**src/rtl/utils_pkg.sv**
```systemverilog
// Shared AXI4 bus types plus the axi_mst_bridge state, request-size and strobe helpers.
// The bridge's optional watchdog is enabled by defining AXI_MST_TIMEOUT_EN.
package utils_pkg;

  localparam int AXI_ADDR_W = 32;
  localparam int AXI_DATA_W = 32;
  localparam int AXI_STRB_W = AXI_DATA_W / 8;
  localparam int AXI_ID_W   = 4;
  localparam int AXI_USER_W = 1;

  typedef logic [AXI_ADDR_W-1:0] axi_addr_t;
  typedef logic [AXI_DATA_W-1:0] axi_data_t;
  typedef logic [AXI_STRB_W-1:0] axi_strb_t;
  typedef logic [AXI_ID_W-1:0]   axi_id_t;
  typedef logic [AXI_USER_W-1:0] axi_user_t;
  typedef logic [2:0]            axi_size_t;
  typedef logic [1:0]            axi_resp_t;
  typedef logic [1:0]            axi_burst_t;

  localparam axi_resp_t  AXI_OKAY       = 2'b00;
  localparam axi_resp_t  AXI_EXOKAY     = 2'b01;
  localparam axi_resp_t  AXI_SLVERR     = 2'b10;
  localparam axi_resp_t  AXI_DECERR     = 2'b11;
  localparam axi_burst_t AXI_BURST_INCR = 2'b01;

  typedef struct packed {
    axi_id_t    awid;
    axi_addr_t  awaddr;
    logic [7:0] awlen;
    axi_size_t  awsize;
    axi_burst_t awburst;
    logic       awlock;
    logic [3:0] awcache;
    logic [2:0] awprot;
    logic [3:0] awqos;
    logic [3:0] awregion;
    axi_user_t  awuser;
    logic       awvalid;
    axi_data_t  wdata;
    axi_strb_t  wstrb;
    logic       wlast;
    axi_user_t  wuser;
    logic       wvalid;
    logic       bready;
    axi_id_t    arid;
    axi_addr_t  araddr;
    logic [7:0] arlen;
    axi_size_t  arsize;
    axi_burst_t arburst;
    logic       arlock;
    logic [3:0] arcache;
    logic [2:0] arprot;
    logic [3:0] arqos;
    logic [3:0] arregion;
    axi_user_t  aruser;
    logic       arvalid;
    logic       rready;
  } s_axi_mosi_t;

  typedef struct packed {
    logic      awready;
    logic      wready;
    axi_id_t   bid;
    axi_resp_t bresp;
    axi_user_t buser;
    logic      bvalid;
    logic      arready;
    axi_id_t   rid;
    axi_data_t rdata;
    axi_resp_t rresp;
    logic      rlast;
    axi_user_t ruser;
    logic      rvalid;
  } s_axi_miso_t;

  typedef enum logic [2:0] {
    AXI_MST_IDLE,
    AXI_MST_RD_ADDR,
    AXI_MST_RD_DATA,
    AXI_MST_WR_REQ,
    AXI_MST_WR_RESP,
    AXI_MST_RESP
  } axi_mst_st_t;

  typedef enum logic [1:0] {
    REQ_SIZE_BYTE  = 2'd0,
    REQ_SIZE_HALF  = 2'd1,
    REQ_SIZE_WORD  = 2'd2,
    REQ_SIZE_WORD3 = 2'd3
  } req_size_t;

  function automatic axi_strb_t size_to_strb(req_size_t size);
    case (size)
      REQ_SIZE_BYTE: return 4'h1;
      REQ_SIZE_HALF: return 4'h3;
      default:       return 4'hF;
    endcase
  endfunction

endpackage

```
**src/rtl/axi_mst_lane_align.sv**
```systemverilog
// Byte-lane steering for the AXI initiator: write data/strobe placement and
// read-data extraction, zero-extended to the request size.
module axi_mst_lane_align
  import utils_pkg::*;
(
  input  logic [1:0] offset,
  input  req_size_t  size,
  input  axi_data_t  wdata_in,
  input  axi_data_t  rdata_in,
  output axi_data_t  wdata_out,
  output axi_strb_t  wstrb,
  output axi_data_t  rdata_out
);

  logic [4:0] shift;
  axi_data_t  size_mask;

  assign shift = {offset, 3'b000};

  // NOTE: every variable written in a combinational block gets a default first, otherwise a latch is inferred.
  always_comb begin
    size_mask = '1;
    case (size)
      REQ_SIZE_BYTE: size_mask = 32'h0000_00FF;
      REQ_SIZE_HALF: size_mask = 32'h0000_FFFF;
      default:       size_mask = '1;
    endcase
  end

  assign wdata_out = wdata_in << shift;
  assign wstrb     = size_to_strb(size) << offset;
  assign rdata_out = (rdata_in >> shift) & size_mask;

endmodule

```
**src/rtl/axi_mst_bridge.sv**
```systemverilog
// Single-outstanding AXI4 initiator turning load/store requests into single-beat bursts.
// Define AXI_MST_TIMEOUT_EN to add a watchdog that ends a stalled transaction with an error.
module axi_mst_bridge
  import utils_pkg::*;
#(
  parameter logic [AXI_ID_W-1:0] AXI_ID         = '0,
  parameter int unsigned         TIMEOUT_CYCLES = 1024
) (
  input  logic        clk,
  input  logic        rst,
  input  logic        req_valid,
  output logic        req_ready,
  input  logic        req_we,
  input  logic [31:0] req_addr,
  input  logic [1:0]  req_size,
  input  logic [31:0] req_wdata,
  output logic        resp_valid,
  input  logic        resp_ready,
  output logic [31:0] resp_rdata,
  output logic        resp_err,
  output s_axi_mosi_t axi_mosi,
  input  s_axi_miso_t axi_miso
);

  axi_mst_st_t state_q, state_d;
  axi_addr_t   addr_q;
  req_size_t   size_q;
  axi_data_t   wdata_q;
  axi_data_t   rdata_q;
  logic        err_q;
  logic        aw_done_q, w_done_q;

  req_size_t   req_size_n;
  logic        misaligned;
  logic        busy;
  logic        timeout_hit;
  logic        ar_valid, r_ready, aw_valid, w_valid, b_ready;
  logic        aw_hs, w_hs;
  axi_data_t   lane_wdata, lane_rdata;
  axi_strb_t   lane_wstrb;

  // Size 3 is carried as a plain word from acceptance onwards.
  assign req_size_n = (req_size == 2'd3) ? REQ_SIZE_WORD : req_size_t'(req_size);

  always_comb begin
    misaligned = 1'b0;
    case (req_size_n)
      REQ_SIZE_HALF: misaligned = req_addr[0];
      REQ_SIZE_WORD: misaligned = |req_addr[1:0];
      default:       misaligned = 1'b0;
    endcase
  end

  assign busy = (state_q == AXI_MST_RD_ADDR) || (state_q == AXI_MST_RD_DATA) ||
                (state_q == AXI_MST_WR_REQ)  || (state_q == AXI_MST_WR_RESP);

`ifdef AXI_MST_TIMEOUT_EN
  logic [31:0] timeout_cnt_q;

  assign timeout_hit = busy && (timeout_cnt_q == TIMEOUT_CYCLES);

  always_ff @(posedge clk) begin
    if (rst || state_q == AXI_MST_IDLE) begin
      timeout_cnt_q <= '0;
    end else if (busy) begin
      timeout_cnt_q <= timeout_cnt_q + 32'd1;
    end
  end

`ifdef SIMULATION
  always_ff @(posedge clk) begin
    if (!rst && timeout_hit) begin
      $error("axi_mst_bridge: transaction timeout at addr 0x%08h", addr_q);
    end
  end
`endif
`else
  localparam int unsigned unused_timeout_cycles = TIMEOUT_CYCLES;
  assign timeout_hit = 1'b0;
`endif

  // Bus valids/readies decode registered state only, so nothing from axi_miso reaches axi_mosi.
  assign ar_valid = (state_q == AXI_MST_RD_ADDR) && !timeout_hit;
  assign r_ready  = (state_q == AXI_MST_RD_DATA) && !timeout_hit;
  assign aw_valid = (state_q == AXI_MST_WR_REQ) && !aw_done_q && !timeout_hit;
  assign w_valid  = (state_q == AXI_MST_WR_REQ) && !w_done_q && !timeout_hit;
  assign b_ready  = (state_q == AXI_MST_WR_RESP) && !timeout_hit;
  assign aw_hs    = aw_valid && axi_miso.awready;
  assign w_hs     = w_valid && axi_miso.wready;

  axi_mst_lane_align u_lane_align (
    .offset    (addr_q[1:0]),
    .size      (size_q),
    .wdata_in  (wdata_q),
    .rdata_in  (axi_miso.rdata),
    .wdata_out (lane_wdata),
    .wstrb     (lane_wstrb),
    .rdata_out (lane_rdata)
  );

  always_comb begin
    state_d = state_q;
    case (state_q)
      AXI_MST_IDLE: begin
        if (req_valid) begin
          if (misaligned)  state_d = AXI_MST_RESP;
          else if (req_we) state_d = AXI_MST_WR_REQ;
          else             state_d = AXI_MST_RD_ADDR;
        end
      end
      AXI_MST_RD_ADDR: if (axi_miso.arready) state_d = AXI_MST_RD_DATA;
      AXI_MST_RD_DATA: if (axi_miso.rvalid)  state_d = AXI_MST_RESP;
      AXI_MST_WR_REQ: begin
        if ((aw_done_q || aw_hs) && (w_done_q || w_hs)) state_d = AXI_MST_WR_RESP;
      end
      AXI_MST_WR_RESP: if (axi_miso.bvalid) state_d = AXI_MST_RESP;
      AXI_MST_RESP:    if (resp_ready)      state_d = AXI_MST_IDLE;
      default:         state_d = AXI_MST_IDLE;
    endcase
    if (timeout_hit) state_d = AXI_MST_RESP;
  end

  // NOTE: clocked state uses non-blocking assignments so every register samples pre-edge values.
  always_ff @(posedge clk) begin
    if (rst) begin
      state_q   <= AXI_MST_IDLE;
      addr_q    <= '0;
      size_q    <= REQ_SIZE_BYTE;
      wdata_q   <= '0;
      rdata_q   <= '0;
      err_q     <= 1'b0;
      aw_done_q <= 1'b0;
      w_done_q  <= 1'b0;
    end else begin
      state_q <= state_d;
      case (state_q)
        AXI_MST_IDLE: begin
          if (req_valid) begin
            addr_q    <= req_addr;
            size_q    <= req_size_n;
            wdata_q   <= req_wdata;
            rdata_q   <= '0;
            err_q     <= misaligned;
            aw_done_q <= 1'b0;
            w_done_q  <= 1'b0;
          end
        end
        AXI_MST_RD_DATA: begin
          if (axi_miso.rvalid) begin
            err_q   <= (axi_miso.rresp != AXI_OKAY);
            rdata_q <= (axi_miso.rresp == AXI_OKAY) ? lane_rdata : '0;
          end
        end
        AXI_MST_WR_REQ: begin
          if (aw_hs) aw_done_q <= 1'b1;
          if (w_hs)  w_done_q  <= 1'b1;
        end
        AXI_MST_WR_RESP: begin
          if (axi_miso.bvalid) err_q <= (axi_miso.bresp != AXI_OKAY);
        end
        default: ;
      endcase
      if (timeout_hit) begin
        err_q   <= 1'b1;
        rdata_q <= '0;
      end
    end
  end

  assign req_ready  = (state_q == AXI_MST_IDLE);
  assign resp_valid = (state_q == AXI_MST_RESP);
  assign resp_rdata = rdata_q;
  assign resp_err   = err_q;

  always_comb begin
    axi_mosi         = '0;
    axi_mosi.awid    = AXI_ID;
    axi_mosi.awaddr  = addr_q;
    axi_mosi.awsize  = {1'b0, size_q};
    axi_mosi.awburst = AXI_BURST_INCR;
    axi_mosi.awvalid = aw_valid;
    axi_mosi.wdata   = lane_wdata;
    axi_mosi.wstrb   = lane_wstrb;
    axi_mosi.wlast   = 1'b1;
    axi_mosi.wvalid  = w_valid;
    axi_mosi.bready  = b_ready;
    axi_mosi.arid    = AXI_ID;
    axi_mosi.araddr  = addr_q;
    axi_mosi.arsize  = {1'b0, size_q};
    axi_mosi.arburst = AXI_BURST_INCR;
    axi_mosi.arvalid = ar_valid;
    axi_mosi.rready  = r_ready;
  end

  logic unused_miso;
  assign unused_miso = ^{axi_miso.bid, axi_miso.buser, axi_miso.rid, axi_miso.rlast, axi_miso.ruser};

endmodule

```
**config.mk**
```make
export PLATFORM = sky130hd
export DESIGN_NAME = axi_mst_bridge
export DESIGN_NICKNAME = d
export VERILOG_FILES = /design/src/rtl/utils_pkg.sv /design/src/rtl/axi_mst_lane_align.sv /design/src/rtl/axi_mst_bridge.sv
export SDC_FILE = /design/constraint.sdc
export NUM_CORES = 1
export LEC_CHECK = 0
export CAP_MARGIN = 20
export CORE_AREA = 2 2 128 130
export CTS_CLUSTER_DIAMETER = 100
export CTS_CLUSTER_SIZE = 12
export DETAILED_ROUTE_END_ITERATION = 8
export DIE_AREA = 0 0 130 132
export PLACE_DENSITY = 0.76
export SLEW_MARGIN = 20
export SYNTH_ARGS = -nofsm -noshare
export SYNTH_HDL_FRONTEND = slang
export SYNTH_SLANG_ARGS = --single-unit
```
**constraint.sdc**
```tcl
create_clock -name clk -period 2 [get_ports clk]
set_input_delay 0.2 -clock clk [delete_from_list [all_inputs] [get_ports clk]]
set_output_delay 0.2 -clock clk [all_outputs]
set_load 0.05 [all_outputs]
```
==> impl_summary.log, run 1 <==
[metrics] final critical-path required period: 1.93 ns
[metrics] fill cell instance count of the final layout: 1,450
[metrics] number of core rows: 46
[metrics] most used cells in the layout excluding fill and tap cells: 207 x clkdlybuf4s50_1, 174 x nand2_1, 102 x dfxtp_1
[metrics] placement-stage worst setup slack: 0.176 ns
[metrics] wire length of the first global-routing pass: 26,400 um
[metrics] drt initial violations: 261
[metrics] worst rel slew slack: 0.621
[metrics] post-CTS clock slew at the launch and capture registers of the worst setup and hold paths: 0.07 ns
[metrics] Clock Tree Root: clkbuf_16
[metrics] Final HPWL DP: 13,200 um
[metrics] least setup slack across all paths after layout: 0.0735 ns
[metrics] Finished Core Util: 0.550
[metrics] crit start category: register
[metrics] max-slew violations: 0
[metrics] number of top-level design ports: 333
[metrics] mean area per synthesized cell: 7.78 um^2
[metrics] total number of vias: 5,311
[metrics] CTS Sinks: 104
[metrics] worst-skew pair later-pin latency: 0.34 ns
[metrics] peak clock frequency supported by timing: 519 MHz
[metrics] sequential fraction of the synthesis area: 0.375
[metrics] post-synthesis compound-gate area fraction: 0.168
[metrics] die outline area: 17,200 um^2
[metrics] post-synthesis share of cell area spent on full adders, half adders and majority gates: 0
[metrics] initial antenna violation count: 1
[metrics] Critical Path AT: 1.73 ns
[metrics] area of all placed cells without fillers: 8650 um^2
[metrics] number of H-tree levels: 3
[metrics] Die W: 130 um
[metrics] synthesis-to-finish area growth: 55.7%
[metrics] hold violation total from the final report: 0
[metrics] Worst Path Max Fanout: 19
[metrics] gate count of the mapped netlist: 714
[metrics] fraction of the cycle the final worst path needs: 0.963
[metrics] main combinational cell family by area after synthesis: simple AND/OR/NAND/NOR gates
[metrics] number of standard cells in the final layout excluding fillers: 1,137
[metrics] Critical Path RT: 1.80 ns
[metrics] Routed WL: 17,700 um
[metrics] number of port buffers: 255
[metrics] count of endpoints failing setup in the final report: 0
[metrics] instance count after placement with tap cells included: 1,121
[metrics] result of the run: finished, final reports clean
[metrics] final weighted congestion of routability-driven global placement: 0.785
[metrics] wire length per cell: 15.6 um
[metrics] initial core utilization: 0.353
[metrics] maximum vdd drop: 575 uV
[metrics] area of all sequential standard cells: 2090 um^2
[metrics] critical path class: reg2out
[metrics] YS warnings: 0
[metrics] post-detailed-route DRC marker count: 0
[metrics] sum of internal, switching and leakage power: 10.3 mW
[metrics] slew at the pin closest to its max-slew limit: 0.568 ns
[metrics] netlist area before placement: 5550 um^2
[metrics] Setup Skew: 0.00551 ns
[metrics] worst hold-check path type: in2reg
[metrics] number of routed nets with antenna violations: 0
[metrics] most frequent standard cell in the layout excluding fill and tap cells: clkdlybuf4s50_1
[metrics] distinct cell type count after synthesis: 39
[metrics] post-synthesis share of cell area spent on and, or, nand and nor gates: 0.197
[metrics] Worst Setup End Kind: primary output
[metrics] Core Box Area: 15,700 um^2
[metrics] power per unit of standard cell area: 1190 nW/um^2
[metrics] maximum number of buffers from clock root to sink: 2
[metrics] fraction of synthesized area in multiplexers: 0.0775
[metrics] overall die height: 132 um
[metrics] post-CTS setup buffer count: 0
[metrics] post-layout net count: 1,039
[metrics] number of clock buffers inserted by TritonCTS: 9
[metrics] total of flip-flops plus latches after synthesis: 104
[metrics] pin count of the biggest net entering global routing: 38
[metrics] GR Overflow Total: 0
[metrics] Leak: 3.16 nW
[metrics] setup repair after global routing missed its margin: false
[metrics] GRT Resource Usage Total: 0.196
[metrics] via count of the first global-routing pass: 4,834
[metrics] Placed Instance Area: 8340 um^2
[metrics] fraction of layout instances using a drive strength above 1: 0.152
[metrics] total of max-cap violations: 0
[metrics] multi-input combinational cell area: 2970 um^2
[metrics] CTS tree: done
[metrics] via count normalized by instance count: 4.67
[metrics] XOR/XNOR share of the synthesized area: 0
[metrics] number of detailed-routing iterations run before antenna repair: 4
[routing by layer]
metal | vias to the layer above | part of all wire | GRT usage
li1 | 2635 | - | -
met1 | 2465 | 0.41 | 0.238
met2 | 193 | 0.51 | 0.341
met3 | 18 | 0.069 | 0.0463
met4 | 0 | 0.016 | 0.0597
met5 | - | 0 | 0
[synth_stat cells (all sizes together)]
master     n  area share
nand2b     2      0.0023
o21ai      9      0.0081
nand2    175        0.12
a31oi      1      0.0011
a22oi      3      0.0041
o41ai      1      0.0016
o22ai      1      0.0011
nand3      9      0.0090
o2bb2ai   16       0.025
conb       2      0.0014
nor2b     11       0.012
nor3       3      0.0027
a21o       1      0.0014
and4b      1      0.0018
a2111oi    1      0.0016
a21oi    103       0.093
nor4b      1      0.0016
clkbuf    36       0.024
o21a       1      0.0014
dfxtp    104        0.37
mux2i     34       0.061
mux2       8       0.016
nor2      22       0.015
or2        2      0.0023
o31ai      2      0.0027
o211ai     9       0.012
and2      10       0.011
and3b      1      0.0016
buf      120        0.16
nand3b     2      0.0027
a211oi    11       0.015
nor4       2      0.0061
nor3b      1      0.0014
nand4      8      0.0090
inv        1     0.00068
[through the flow]
| stage | hold WS, ns | setup TNS [ns] |
|---|---|---|
| floorplan | 0.329 | -1.17 |
| global route | 0.276 | 0 |
| detailed placement | 0.443 | 0 |
| finish | 0.266 | 0 |
| CTS | 0.255 | 0 |
| global placement | 0.439 | 0 |
[path summary, 6_finish.rpt]
| kind | startpoint | to | slack, ns | cells after the start |
|---|---|---|---|---|
| worst max-delay path | addr_q[0]$_SDFFE_PP0P_ | axi_mosi[91] | 0.07 | 4 |
| worst min-delay path | rst | wdata_q[16]$_SDFFE_PP0P_ | 0.27 | 2 |
| worst min register to register | resp_rdata[24]$_SDFFE_PP0P_ | resp_rdata[24]$_SDFFE_PP0P_ | 0.45 | 2 |
| worst max register to register | state_q[2]$_SDFFE_PP0P_ | resp_rdata[19]$_SDFFE_PP0P_ | 0.30 | 5 |
[cell families after synthesis]
logic type / Yosys count
AOI/OAI and AO/OA: 159
other: 2
and+or+nand+nor: 250
DFF: 104
muxes: 42
buffers and inverters: 157
[final cells by class]
cell class                 instances  area share
antenna                            1    0.000289
clock buffer                      10      0.0276
clock inverter                     5     0.00376
inverter                           1    0.000434
multi-input combinational        517       0.343
sequential                       104       0.242
tap                              216      0.0312
timing repair buffer             283       0.352
[registers in the layout (all words and copies together) (netlist names)]
name	flops
size_q	2
aw_done_q	1
resp_err	1
w_done_q	1
resp_rdata	32
state_q	3
wdata_q	32
addr_q	32
[what timing repair did]
item	CTS	global route
endpoints found under the setup margin	9	1
resized for setup	6	1
hold buffers	0	0
[power by group]
group / total, mW / switching (mW) / internal, mW
registers: 2.68 / 0.309 / 2.37
clock network: 1.67 / 0.803 / 0.871
logic: 5.96 / 3.79 / 2.17
total: 10.3 / 4.91 / 5.41
[worst max-delay path: stages, from the launching register on]
cell,delay (ns)
dfxtp_4,0.47
buf_4,0.40
mux2i_1,0.27
nor2_2,0.04
buf_4,0.19
Power figures use the tool's default switching activity.
==> inputs of run 2 (changes only) <==
--- a/config.mk
+++ b/config.mk
@@ -8,3 +8,6 @@
 export CAP_MARGIN = 20
-export CORE_AREA = 2 2 128 130
+export CELL_PAD_IN_SITES_DETAIL_PLACEMENT = 0
+export CELL_PAD_IN_SITES_GLOBAL_PLACEMENT = 1
+export CORE_ASPECT_RATIO = 1.1
+export CORE_UTILIZATION = 26
 export CTS_CLUSTER_DIAMETER = 100
@@ -12,4 +15,3 @@
 export DETAILED_ROUTE_END_ITERATION = 8
-export DIE_AREA = 0 0 130 132
-export PLACE_DENSITY = 0.76
+export PLACE_DENSITY = 0.82
 export SLEW_MARGIN = 20
--- a/constraint.sdc
+++ b/constraint.sdc
@@ -3,2 +3,2 @@
 set_output_delay 0.2 -clock clk [all_outputs]
-set_load 0.05 [all_outputs]
+set_load 0.01 [all_outputs]
==> run 2 against run 1 <==
Count of clock-buffer cells in the layout is the same. Sequential power is essentially flat. First-iteration DRC count is 3.1% lower. Clock skew about the same. Register-to-register slack better by 0.02 ns. Wire length up 4.8%. Sequential cell count unchanged. Core utilization decreased by 15 points. Final cell count rose by 6.1%. Total power down 22%. Via count grew 0.24%. Worst hold slack improved by 0.033 ns. Highest routed layer unchanged.
==> impl_summary.log, run 2 (synthesis gave the netlist of run 1 again) <==
[metrics] Post-Route Hold Slack: 0.299 ns
[metrics] final total negative setup slack: 0 ns
[metrics] overall die height: 155 um
[metrics] Critical Path AT: 1.71 ns
[metrics] Internal: 5.01 mW
[metrics] hold violation total from the final report: 0
[metrics] sequential group share of total power: 0.332
[metrics] worst rel slew slack: 0.640
[metrics] Clock Tree Root: clkbuf_16
[metrics] most used cells in the layout excluding fill and tap cells: 231 x clkdlybuf4s50_1, 174 x nand2_1, 103 x a21oi_1
[metrics] die outline area: 21,900 um^2
[metrics] power per unit of standard cell area: 961 nW/um^2
[metrics] number of port buffers: 255
[metrics] number of clock buffers inserted by TritonCTS: 9
[metrics] crit start category: register
[metrics] Routed WL: 18,600 um
[metrics] via count of the first global-routing pass: 4,982
[metrics] number of top-level design ports: 333
[metrics] via count normalized by instance count: 4.41
[metrics] count of endpoints failing setup in the final report: 0
[metrics] number of detailed-routing iterations run before antenna repair: 4
[metrics] clock network fraction of design power: 0.211
[metrics] GRT Resource Usage Total: 0.165
[metrics] Critical Path RT: 1.80 ns
[metrics] critical path class: reg2out
[metrics] Finished Core Util: 0.402
[metrics] synthesis-to-finish area growth: 50.5%
[metrics] peak clock frequency supported by timing: 523 MHz
[metrics] post-detailed-route DRC marker count: 0
[metrics] final critical-path required period: 1.91 ns
[metrics] Antenna Cells: 0
[metrics] slowest stage cell, crit path: clkdlybuf4s50_1
[metrics] Logic pwr share: 0.457
[metrics] slew at the pin closest to its max-slew limit: 0.525 ns
[metrics] CTS tree: done
[metrics] wire length per cell: 15.4 um
[metrics] most frequent standard cell in the layout excluding fill and tap cells: clkdlybuf4s50_1
[metrics] worst hold-check path type: in2reg
[metrics] max-slew violations: 0
[metrics] total of max-cap violations: 0
[metrics] worst-skew pair later-pin latency: 0.35 ns
[metrics] Placed Instance Area: 7970 um^2
[metrics] chain of cells forming the critical path: buf_12 > mux2i_1 > nor2_1 > clkdlybuf4s50_1
[metrics] number of H-tree levels: 3
[metrics] fraction of layout instances using a drive strength above 1: 0.0782
[metrics] instance count after placement with tap cells included: 1,185
[metrics] CTS Sinks: 104
[metrics] number of standard cells in the final layout excluding fillers: 1,206
[metrics] Leak: 3.18 nW
[metrics] drt initial violations: 253
[metrics] maximum single-stage delay on the critical path: 0.55 ns
[metrics] Switch Pwr: 3.02 mW
[metrics] pin count of the biggest net entering global routing: 65
[metrics] Setup Skew: 0.00593 ns
[metrics] Core Box Area: 20,800 um^2
[metrics] Worst Setup End Kind: primary output
[metrics] final weighted congestion of routability-driven global placement: 0.799
[metrics] Worst Path Max Fanout: 20
[metrics] Final HPWL DP: 13,500 um
[metrics] result of the run: finished, final reports clean
[metrics] quantity of hold-fixing buffers added after cts: 0
[metrics] maximum number of buffers from clock root to sink: 2
[metrics] post-CTS clock slew at the launch and capture registers of the worst setup and hold paths: 0.07 ns
[metrics] number of routed nets with antenna violations: 0
[metrics] setup repair after global routing missed its margin: false
[metrics] Cells on Worst Hold Path: 2
[metrics] Die W: 141 um
[metrics] post-layout net count: 1,039
[metrics] initial core utilization: 0.267
[metrics] wire length of the first global-routing pass: 28,000 um
[metrics] number of core rows: 55
[metrics] area of all placed cells without fillers: 8360 um^2
[metrics] GR Overflow Total: 0
[metrics] number of cells on the worst reg-to-reg path: 6
[metrics] fraction of the cycle the final worst path needs: 0.955
[metrics] maximum vdd drop: 439 uV
[metrics] total number of vias: 5,324
[metrics] initial antenna violation count: 0
[metrics] Sw Ratio: 0.377
-- run 2: changes by cell type in the layout (fill, tap and decap cells not counted), moves of 8 or more --
| cell | change |
|---|---|
| o21ai_0 | +8 |
| clkdlybuf4s50_1 | +24 |
| buf_12 | -25 |
| dlygate4sd2_1 | +12 |
| a21oi_4 | -8 |
| a21oi_1 | +9 |
| dlymetal6s2s_1 | +10 |
| o21ai_4 | -8 |
| buf_4 | -25 |
-- run 2: metal layers --
| metal | routed length [um] | share of wire | global-route usage |
|---|---|---|---|
| met1 | 7460 | 0.40 | 0.188 |
| met2 | 9540 | 0.51 | 0.297 |
| met3 | 1270 | 0.068 | 0.0419 |
| met4 | 329 | 0.018 | 0.0569 |
| met5 | 0 | 0 | 0 |
-- run 2: what timing repair did --
action / CTS / global route
pin swaps: 0 / 0
setup buffers: 2 / 1
endpoints found under the hold margin: 0 / 0
cloned: 1 / 1
endpoints found under the setup margin: 22 / 18
resized for setup: 23 / 17
-- run 2: worst paths after layout --
path / start / end / slack, ns
min reg2reg: resp_rdata[29]$_SDFFE_PP0P_ / resp_rdata[29]$_SDFFE_PP0P_ / 0.45
min: rst / wdata_q[30]$_SDFFE_PP0P_ / 0.30
max: addr_q[0]$_SDFFE_PP0P_ / axi_mosi[91] / 0.09
max reg2reg: state_q[1]$_SDFFE_PP0P_ / resp_rdata[16]$_SDFFE_PP0P_ / 0.32
-- run 2: area by class of cell --
type,instances,area [um^2]
flip-flops and latches,104,2090
inverters,1,3.75
well taps,285,357
multi-input cells,517,2730
fillers,2166,12400
clock buffers,10,229
clock inverters,6,42.5
repair buffers,283,2900
-- run 2: critical path, delay by kind of cell (launching register included) --
family | cells | cell delay (ns)
buf+inv | 2 | 0.73
flops | 1 | 0.41
mux | 1 | 0.09
simple gates | 1 | 0.12
-- run 2: stage by stage --
stage	power [mW]	setup WS, ns
global placement	6.34	0.152
finish	8.03	0.0892
detailed placement	6.37	0.0900
floorplan	4.76	0.201
global route	8.57	0.000325
CTS	8.13	0.000853
-- run 2: power by group through the flow --
| stage | logic, mW | clock network (mW) | registers, mW |
|---|---|---|---|
| finish | 3.67 | 1.70 | 2.67 |
| CTS | 3.70 | 1.77 | 2.66 |
| floorplan | 2.11 | 0 | 2.65 |
| global placement | 3.65 | 0 | 2.69 |
| global route | 4.00 | 1.84 | 2.72 |
| detailed placement | 3.68 | 0 | 2.69 |
==> inputs of run 3 (changes only) <==
ABC_CLOCK_PERIOD_IN_PS = 2000   (was unset)
==> results of run 3 <==
The final DEF is identical to that of run 2; final timing and power are the same.
